## src/rtl/osd_pkg.sv

```systemverilog
// osd_pkg: shared types and constants for the OSD SPI command controller.
//   - osd_state_e   : controller state encoding
//   - CMD_*         : command opcodes
//   - LINE_SIZE/_W  : bytes per OSD line and its address width
//   - is_write_cmd  : true for the eight line-write opcodes 0x20..0x27
package osd_pkg;

  typedef enum logic [1:0] {
    S_IDLE = 2'd0,
    S_CMD  = 2'd1,
    S_DATA = 2'd2,
    S_SKIP = 2'd3
  } osd_state_e;

  localparam logic [7:0] CMD_WRITE_BASE = 8'h20;
  localparam logic [7:0] CMD_OSD_OFF    = 8'h40;
  localparam logic [7:0] CMD_OSD_ON     = 8'h41;

  localparam int LINE_SIZE = 256;
  localparam int LINE_W    = $clog2(LINE_SIZE);

  // Low three bits of a write opcode select the line.
  function automatic logic is_write_cmd(input logic [7:0] b);
    return (b & 8'hF8) == CMD_WRITE_BASE;
  endfunction

endpackage

```

## src/rtl/spi_sync.sv

```systemverilog
// spi_sync: synchronizes the asynchronous SPI pins into clk_sys and derives
// single-cycle edge pulses.
//   clk_sys, reset_n      : system clock, async active-low reset
//   sck_i, ss_i, di_i     : raw SPI clock, chip select (active low), data
//   sck_rise_o            : one-cycle pulse on synced SCK 0->1
//   ss_fall_o, ss_rise_o  : one-cycle pulses on synced SS edges
//   ss_o, di_o            : synced SS and DI levels
// All three pins go through the same number of flops, so the synced DI seen
// together with sck_rise_o is the value present when SCK actually rose.
module spi_sync #(
  parameter int SYNC_STAGES = 2
) (
  input  logic clk_sys,
  input  logic reset_n,
  input  logic sck_i,
  input  logic ss_i,
  input  logic di_i,
  output logic sck_rise_o,
  output logic ss_fall_o,
  output logic ss_rise_o,
  output logic ss_o,
  output logic di_o
);

  logic [SYNC_STAGES-1:0] sck_q, ss_q, di_q;
  logic                   sck_prev_q, ss_prev_q;

  // Idle-bus values at reset: SCK low, SS deasserted, DI low.
  always_ff @(posedge clk_sys or negedge reset_n) begin
    if (!reset_n) begin
      sck_q      <= '0;
      ss_q       <= '1;
      di_q       <= '0;
      sck_prev_q <= 1'b0;
      ss_prev_q  <= 1'b1;
    end else begin
      sck_q      <= {sck_q[SYNC_STAGES-2:0], sck_i};
      ss_q       <= {ss_q[SYNC_STAGES-2:0], ss_i};
      di_q       <= {di_q[SYNC_STAGES-2:0], di_i};
      sck_prev_q <= sck_q[SYNC_STAGES-1];
      ss_prev_q  <= ss_q[SYNC_STAGES-1];
    end
  end

  assign ss_o       = ss_q[SYNC_STAGES-1];
  assign di_o       = di_q[SYNC_STAGES-1];
  assign sck_rise_o = sck_q[SYNC_STAGES-1] & ~sck_prev_q;
  assign ss_fall_o  = ~ss_q[SYNC_STAGES-1] & ss_prev_q;
  assign ss_rise_o  = ss_q[SYNC_STAGES-1] & ~ss_prev_q;

endmodule

```

## src/rtl/osd_spi_ctrl.sv

```systemverilog
// osd_spi_ctrl: SPI slave that decodes OSD commands and writes the OSD line
// buffer.
//   clk_sys, reset_n         : system clock, async active-low reset
//   SPI_SCK, SPI_SS3, SPI_DI : SPI pins (mode 0, MSB first), asynchronous
//   osd_enable               : overlay enable, set/cleared by 0x41/0x40
//   wr_en, wr_addr, wr_data  : one-cycle buffer write port
//   busy                     : transaction in progress
// First byte of a transaction is the command; 0x20..0x27 streams the
// following bytes into line cmd[2:0], auto-incrementing within the line.
module osd_spi_ctrl
  import osd_pkg::*;
#(
  parameter int SYNC_STAGES = 2,
  parameter int ADDR_W      = 11
) (
  input  logic              clk_sys,
  input  logic              reset_n,
  input  logic              SPI_SCK,
  input  logic              SPI_SS3,
  input  logic              SPI_DI,
  output logic              osd_enable,
  output logic              wr_en,
  output logic [ADDR_W-1:0] wr_addr,
  output logic [7:0]        wr_data,
  output logic              busy
);

  logic sck_rise, ss_fall, ss_rise, ss_s, di_s;

  spi_sync #(.SYNC_STAGES(SYNC_STAGES)) u_sync (
    .clk_sys    (clk_sys),
    .reset_n    (reset_n),
    .sck_i      (SPI_SCK),
    .ss_i       (SPI_SS3),
    .di_i       (SPI_DI),
    .sck_rise_o (sck_rise),
    .ss_fall_o  (ss_fall),
    .ss_rise_o  (ss_rise),
    .ss_o       (ss_s),
    .di_o       (di_s)
  );

  osd_state_e        state_q;
  logic [7:0]        shift_q;
  logic [2:0]        bitcnt_q;
  logic              en_q, wr_en_q;
  logic [ADDR_W-1:0] addr_q;
  logic [7:0]        data_q;
  logic [7:0]        byte_d;
  logic              shifting;

  assign byte_d   = {shift_q[6:0], di_s};
  assign shifting = sck_rise && !ss_s && (state_q == S_CMD || state_q == S_DATA);

  always_ff @(posedge clk_sys or negedge reset_n) begin
    if (!reset_n) begin
      state_q  <= S_IDLE;
      shift_q  <= '0;
      bitcnt_q <= '0;
      en_q     <= 1'b0;
      wr_en_q  <= 1'b0;
      addr_q   <= '0;
      data_q   <= '0;
    end else begin
      wr_en_q <= 1'b0;
      // Advance within the line after each write; the line bits never move.
      if (wr_en_q)
        addr_q[LINE_W-1:0] <= addr_q[LINE_W-1:0] + 1'b1;

      // SS edges outrank a coincident SCK rise: that bit is dropped and any
      // partial byte is simply forgotten.
      if (ss_rise) begin
        state_q  <= S_IDLE;
        shift_q  <= '0;
        bitcnt_q <= '0;
      end else if (ss_fall) begin
        state_q  <= S_CMD;
        shift_q  <= '0;
        bitcnt_q <= '0;
      end else if (shifting) begin
        shift_q  <= byte_d;
        bitcnt_q <= bitcnt_q + 3'd1;
        if (bitcnt_q == 3'd7) begin
          if (state_q == S_CMD) begin
            if (is_write_cmd(byte_d)) begin
              state_q <= S_DATA;
              addr_q  <= ADDR_W'({byte_d[2:0], {LINE_W{1'b0}}});
            end else begin
              state_q <= S_SKIP;
              if (byte_d == CMD_OSD_OFF)     en_q <= 1'b0;
              else if (byte_d == CMD_OSD_ON) en_q <= 1'b1;
            end
          end else begin
            data_q  <= byte_d;
            wr_en_q <= 1'b1;
          end
        end
      end
    end
  end

  assign osd_enable = en_q;
  assign wr_en      = wr_en_q;
  assign wr_addr    = addr_q;
  assign wr_data    = data_q;
  assign busy       = (state_q != S_IDLE);

endmodule

```

## config.mk

```make
export PLATFORM = sky130hd
export DESIGN_NAME = osd_spi_ctrl
export DESIGN_NICKNAME = d
export VERILOG_FILES = /design/src/rtl/osd_pkg.sv /design/src/rtl/spi_sync.sv /design/src/rtl/osd_spi_ctrl.sv
export SDC_FILE = /design/constraint.sdc
export NUM_CORES = 1
export LEC_CHECK = 0
export BUFFER_PORTS_ARGS = -buffer_cell sky130_fd_sc_hd__buf_2
export CAP_MARGIN = 15
export CORE_MARGIN = 2
export CORE_UTILIZATION = 37
export DETAILED_ROUTE_END_ITERATION = 10
export SYNTH_ARGS = -nofsm -noshare
export SYNTH_HDL_FRONTEND = slang
export SYNTH_SLANG_ARGS = --single-unit
```

## constraint.sdc

```tcl
create_clock -name clk_sys -period 3.9 [get_ports clk_sys]
set_input_delay 0.78 -clock clk_sys [delete_from_list [all_inputs] [get_ports clk_sys]]
set_output_delay 0.78 -clock clk_sys [all_outputs]
set_load 0.05 [all_outputs]
```

Yosys cells after proc, flatten, opt, wreduce, memory -nomap -nowiden
Index checks and enable logic that the tools add are counted.
Word-level totals
  bits in registers: 41
  input port bits: 5
  output and inout bits: 22
  word-level logic and storage cells: 70
Operators by class
  add/sub/neg operators: 2
  eq/ne operators: 6
  mux-type cells: 26
  bitwise logic cells: 10
  reduce and logical (&&, ||, !) cells: 13
Operators with widths (count)
  8-bit 2-to-1 mux: 7
  7-bit 2-to-1 mux: 3
  8-bit by 7-bit == test with 1-bit output (second input constant): 2
  2-bit 2-to-1 mux: 5
  3-bit 2-to-1 mux: 3
  3-bit nonzero test: 3
  8-bit by 1-bit adder with 8-bit output (second input constant): 1
  1-bit 2-to-1 mux: 8
  1-bit NOT: 7
  7-bit AND reduction: 1
  6-bit AND reduction: 1
  5-bit by 3-bit == test with 1-bit output (second input constant): 1
  5-bit AND reduction: 1
  2-bit nonzero test: 2
  3-bit by 1-bit adder with 3-bit output (second input constant): 1
  1-bit bitwise AND: 3
  3-bit == test (second input constant): 1
  3-bit AND reduction: 1
  2-bit by 1-bit == test with 1-bit output (second input constant): 1
  2-bit == test (second input constant): 1
  1-bit logical AND: 2
  1-bit zero test: 1
  1-bit logical OR: 1

Logic depth before layout (Yosys ltp)
  depth in word-level cells: 8
  mapped depth: 7

Hierarchy
A second synthesis with hierarchy kept.
Unflattened totals
  cells, all modules: 126
  area total of the unflattened synthesis: 1702.9 um2
Modules (own cells, without submodules)
  osd_spi_ctrl: instances 1, cells an instance 115, area an instance 1477.7 um2
  spi_sync: instances 1, cells an instance 11, area an instance 225.2 um2

Worst setup path after synthesis
No wires, ideal clock.
  path type: reg2out
  from: register state_q[0]
  to: output port busy
  arrival time: 0.867 ns
  required time: 3.120 ns
  path slack: 2.253 ns
  stages on the path, launching flop included: 4
  cell sequence: dfrtp_1 inv_1 ha_1 inv_1
On the way
  word-level cells in the longest chain between the ends: 1
RTL lines
  start, declared: line osd_spi_ctrl.sv:43  | osd_state_e state_q;
  start signal, assigned: line osd_spi_ctrl.sv:57  | state_q <= S_IDLE;
  start signal, assigned: line osd_spi_ctrl.sv:73  | state_q <= S_IDLE;
  start signal, assigned: line osd_spi_ctrl.sv:77  | state_q <= S_CMD;
  2-bit nonzero test: line osd_spi_ctrl.sv:106  | assign busy = (state_q != S_IDLE);
  end, declared: line osd_spi_ctrl.sv:25  | output logic busy
No other way between the ends.

Worst setup path in the final report
  from: register u_sync.ss_q[1]
  to: register data_q[6] (netlist: wr_data[6])
On the way
  word-level cells in the longest chain between the ends: 4
RTL lines
  start, declared: line spi_sync.sv:25  | logic [SYNC_STAGES-1:0] sck_q, ss_q, di_q;
  start signal, assigned: line spi_sync.sv:38  | ss_q <= {ss_q[SYNC_STAGES-2:0], ss_i};
  1-bit NOT / 1-bit zero test (equally long branches): line spi_sync.sv:48, osd_spi_ctrl.sv:53
  1-bit bitwise AND / 1-bit logical AND (equally long branches): line spi_sync.sv:48, osd_spi_ctrl.sv:53
  1-bit NOT (no source line) / 1-bit logical AND (equally long branches)
  5-bit AND reduction (no source line) (*)
  end signal, assigned: line osd_spi_ctrl.sv:94  | data_q <= byte_d;
  end, declared: line osd_spi_ctrl.sv:48  | logic [7:0] data_q;
Mark *: on every way between the ends. The rest lies on a longest branch, timed or not.
A chain may end at the register's enable or synchronous reset.

==> flow_metrics.tcl <==
set metrics [dict create \
    outcome "finished clean" \
    slew-limit-headroom_pct 40.93 \
    dp_hpwl_um 2235 \
    regToRegSetupSlack_ns 1.20 \
    worst-setup-path-type "reg -> reg" \
    post_drt_wl_per_cell_um 13.64 \
    power_uw 883.6 \
    drv.max_cap_violation_count 0 \
    stdcell_count 229 \
    post-place-cells 221 \
    core_region_um2 4629 \
    synthesis.area_um2 1749 \
    nets 186 \
    synth_area_leaders "dfrtp_1, mux2_4, nand2_1" \
    ys_types 29 \
    die_area_um2 5293 \
    antenna_left 0 \
    grt_start_max_net_pins 42 \
    num-fill-cells 449 \
    syn-instance-count 145 \
    postPlaceCellArea_um2 1923 \
    clk_path_buf_depth 2 \
    synth_area_per_cell_um2 12.06 \
    dominant_synthesized_flop_cell "dfrtp_1" \
    detail_route.vias_per_cell 4.777 \
    grt_use_total_pct 13.31 \
    chipHeight_um 72.76 \
    commonest_non_fill_non_tap_cell_in_the_layout "dfrtp_1" \
    synth_nets 157 \
    synth-edff-count 0 \
    number_of_slew_limit_violations_in_the_final_report 0 \
    floorplan.initialDensity_pct 37.78 \
    leakage_uw 0.001098 \
    dieWidth_um 72.76 \
    layout-drive-gt1-share_pct 29.14 \
    place_congestion 0.7826 \
    io_pins 27 \
    clock_tree_root_buffer_cell "clkbuf_8" \
    startpoint_type "flop" \
    portBuffers 26 \
    core.rowCount 25 \
    worst_setup_hold_path_clk_slew_ns 0.08 \
    area_growth_pct 16.60 \
    critical_path.endpoint_type "flop" \
    grt_first_pass_wirelength_um 5313 \
    hold_wc_path_type "reg -> reg" \
    antenna_found_initial 0 \
    setup-violations-final 0 \
    crit_arrival_ns 2.87 \
    ctsResizeCount 0 \
    yosysTopAreaCell "dfrtp_1" \
    ctsHtreeMaxLevel 2 \
    final_critical_path_share_of_the_clock_period_pct 69.18 \
    detail_route.first_pass.iterations 4 \
    antenna_cells_inserted 0 \
    grt_setup_unrepaired "false" \
    fmax_mhz 370.6 \
    critical_path.max_fanout 13 \
    layout.cells.most_common_list "dfrtp_1, nand2_1, buf_2" \
    post-synth-top-area-fraction_pct 54.36 \
    clock_tree_from_tritoncts "built" \
    synth_seq_cells 41 \
    irDropWorstVdd_mv 0.1661 \
    overflow 0 \
    clock-skew-final_ns 0.007034 \
    synth_sequential_area_ratio_pct 58.87 \
    vias 1094 \
    remaining_drc_errors 0 \
    clock_sink_count 41 \
    crit_required_ns 4.07 \
    ys_async_sr_fraction_pct 100.0 \
    pin_slew_with_the_least_headroom_to_its_limit_ns 0.8860 \
    ratio_of_total_power_to_cell_area_nw_per_um2 433.2 \
    grt_pass1_vias 1109 \
    finalWorstPathRequiredPeriod_ns 2.698 \
    cts_hold_buf 0 \
    worstSkewPairLatency_ns 0.28 \
    yosysWarnings 0 \
    fin_area_um2 2039 \
    dr.first_iter.drc_count 75 \
    post-cts-setup-buffers 0 \
    timing.final.hold_violations 0 \
    final.setup.tns_ns 0 \
    cts_buffers 5 \
    wl_um 3124 \
]
==> routing by layer <==
layer	vias up	track usage, %	share of wire (%)
met3	5	4.558	3.1
met5	-	0	0
li1	538	-	-
met4	0	4.938	1.5
met1	534	16.77	45
met2	17	21.21	50
==> stage by stage <==
stage | util [%] | setup slack (ns) | hold slack, ns
finish | 44.05 | 1.202 | 0.3551
CTS | 44.05 | 1.209 | 0.3565
detailed placement | 41.54 | 1.225 | 0.3379
global placement | 41.54 | 1.374 | 0.3327
floorplan | - | 2.253 | 0.3312
global route | 44.05 | 1.020 | 0.3614
==> state kept, by name (all words and copies together), names as in the netlist, 2 cells and up <==
name,count
u_sync.sck_q,2
state_q,2
shift_q,7
bitcnt_q,3
u_sync.ss_q,2
u_sync.di_q,2
wr_data,8
wr_addr,11
==> critical path, stage by stage (launching register included) <==
cell and delay [ns]:
dfstp_2 0.56, inv_1 0.05, ha_1 0.20, nor2_1 0.59, nand4bb_1 0.68, mux2_4 0.51
==> worst paths after layout <==
path	depth (start not counted)	end	startpoint
worst max-delay path	5	wr_data[6]$_DFFE_PN0P_	u_sync.ss_q[1]$_DFF_PN1_
worst max register to register	5	wr_data[6]$_DFFE_PN0P_	u_sync.ss_q[1]$_DFF_PN1_
worst min register to register	0	u_sync.di_q[1]$_DFF_PN0_	u_sync.di_q[0]$_DFF_PN0_
min in group asynchronous	1	wr_data[3]$_DFFE_PN0P_	reset_n
worst min-delay path	0	u_sync.di_q[1]$_DFF_PN0_	u_sync.di_q[0]$_DFF_PN0_
max in group asynchronous	1	wr_addr[5]$_DFF_PN0_	reset_n
==> synth_stat cells (3+ instances only) <==
cell and count:
ha_1 7, dfstp_2 3, xor2_1 3, nor2_1 12, nand4_1 3, dfrtp_1 38, inv_1 7, nand3_1 10
xnor2_1 4, mux2_2 4, nand2_1 26, mux2_4 8
==> where the power goes <==
| part | total [uW] | switching [uW] | internal (uW) | leakage, uW |
|---|---|---|---|---|
| sequential | 467 | 19.5 | 447 | 0.000543 |
| clock | 345 | 137 | 209 | 0.0000585 |
| combinational | 71.5 | 46.1 | 25.5 | 0.000497 |
==> cell families after synthesis <==
| family | synth area share [%] |
|---|---|
| AOI/OAI and AO/OA | 1.287 |
| xor gates and xnor gates | 3.505 |
| adders and majority gates | 5.007 |
| buffers and inverters | 2.861 |
| DFF | 58.87 |
| muxes | 10.66 |
| and+or+nand+nor | 17.81 |
==> area by class of cell <==
class                           instances  area (um2)  share of cell area [%]
Multi-Input combinational cell         93       669.4                   32.82
Timing Repair Buffer                   26       130.1                   6.380
Clock inverter                          1       30.03                   1.472
Clock buffer                            7       86.33                   4.233
Inverter                                7       26.28                   1.288
Tap cell                               54       67.56                   3.313
Sequential cell                        41        1030                   50.49
Power figures use the tool's default switching activity.
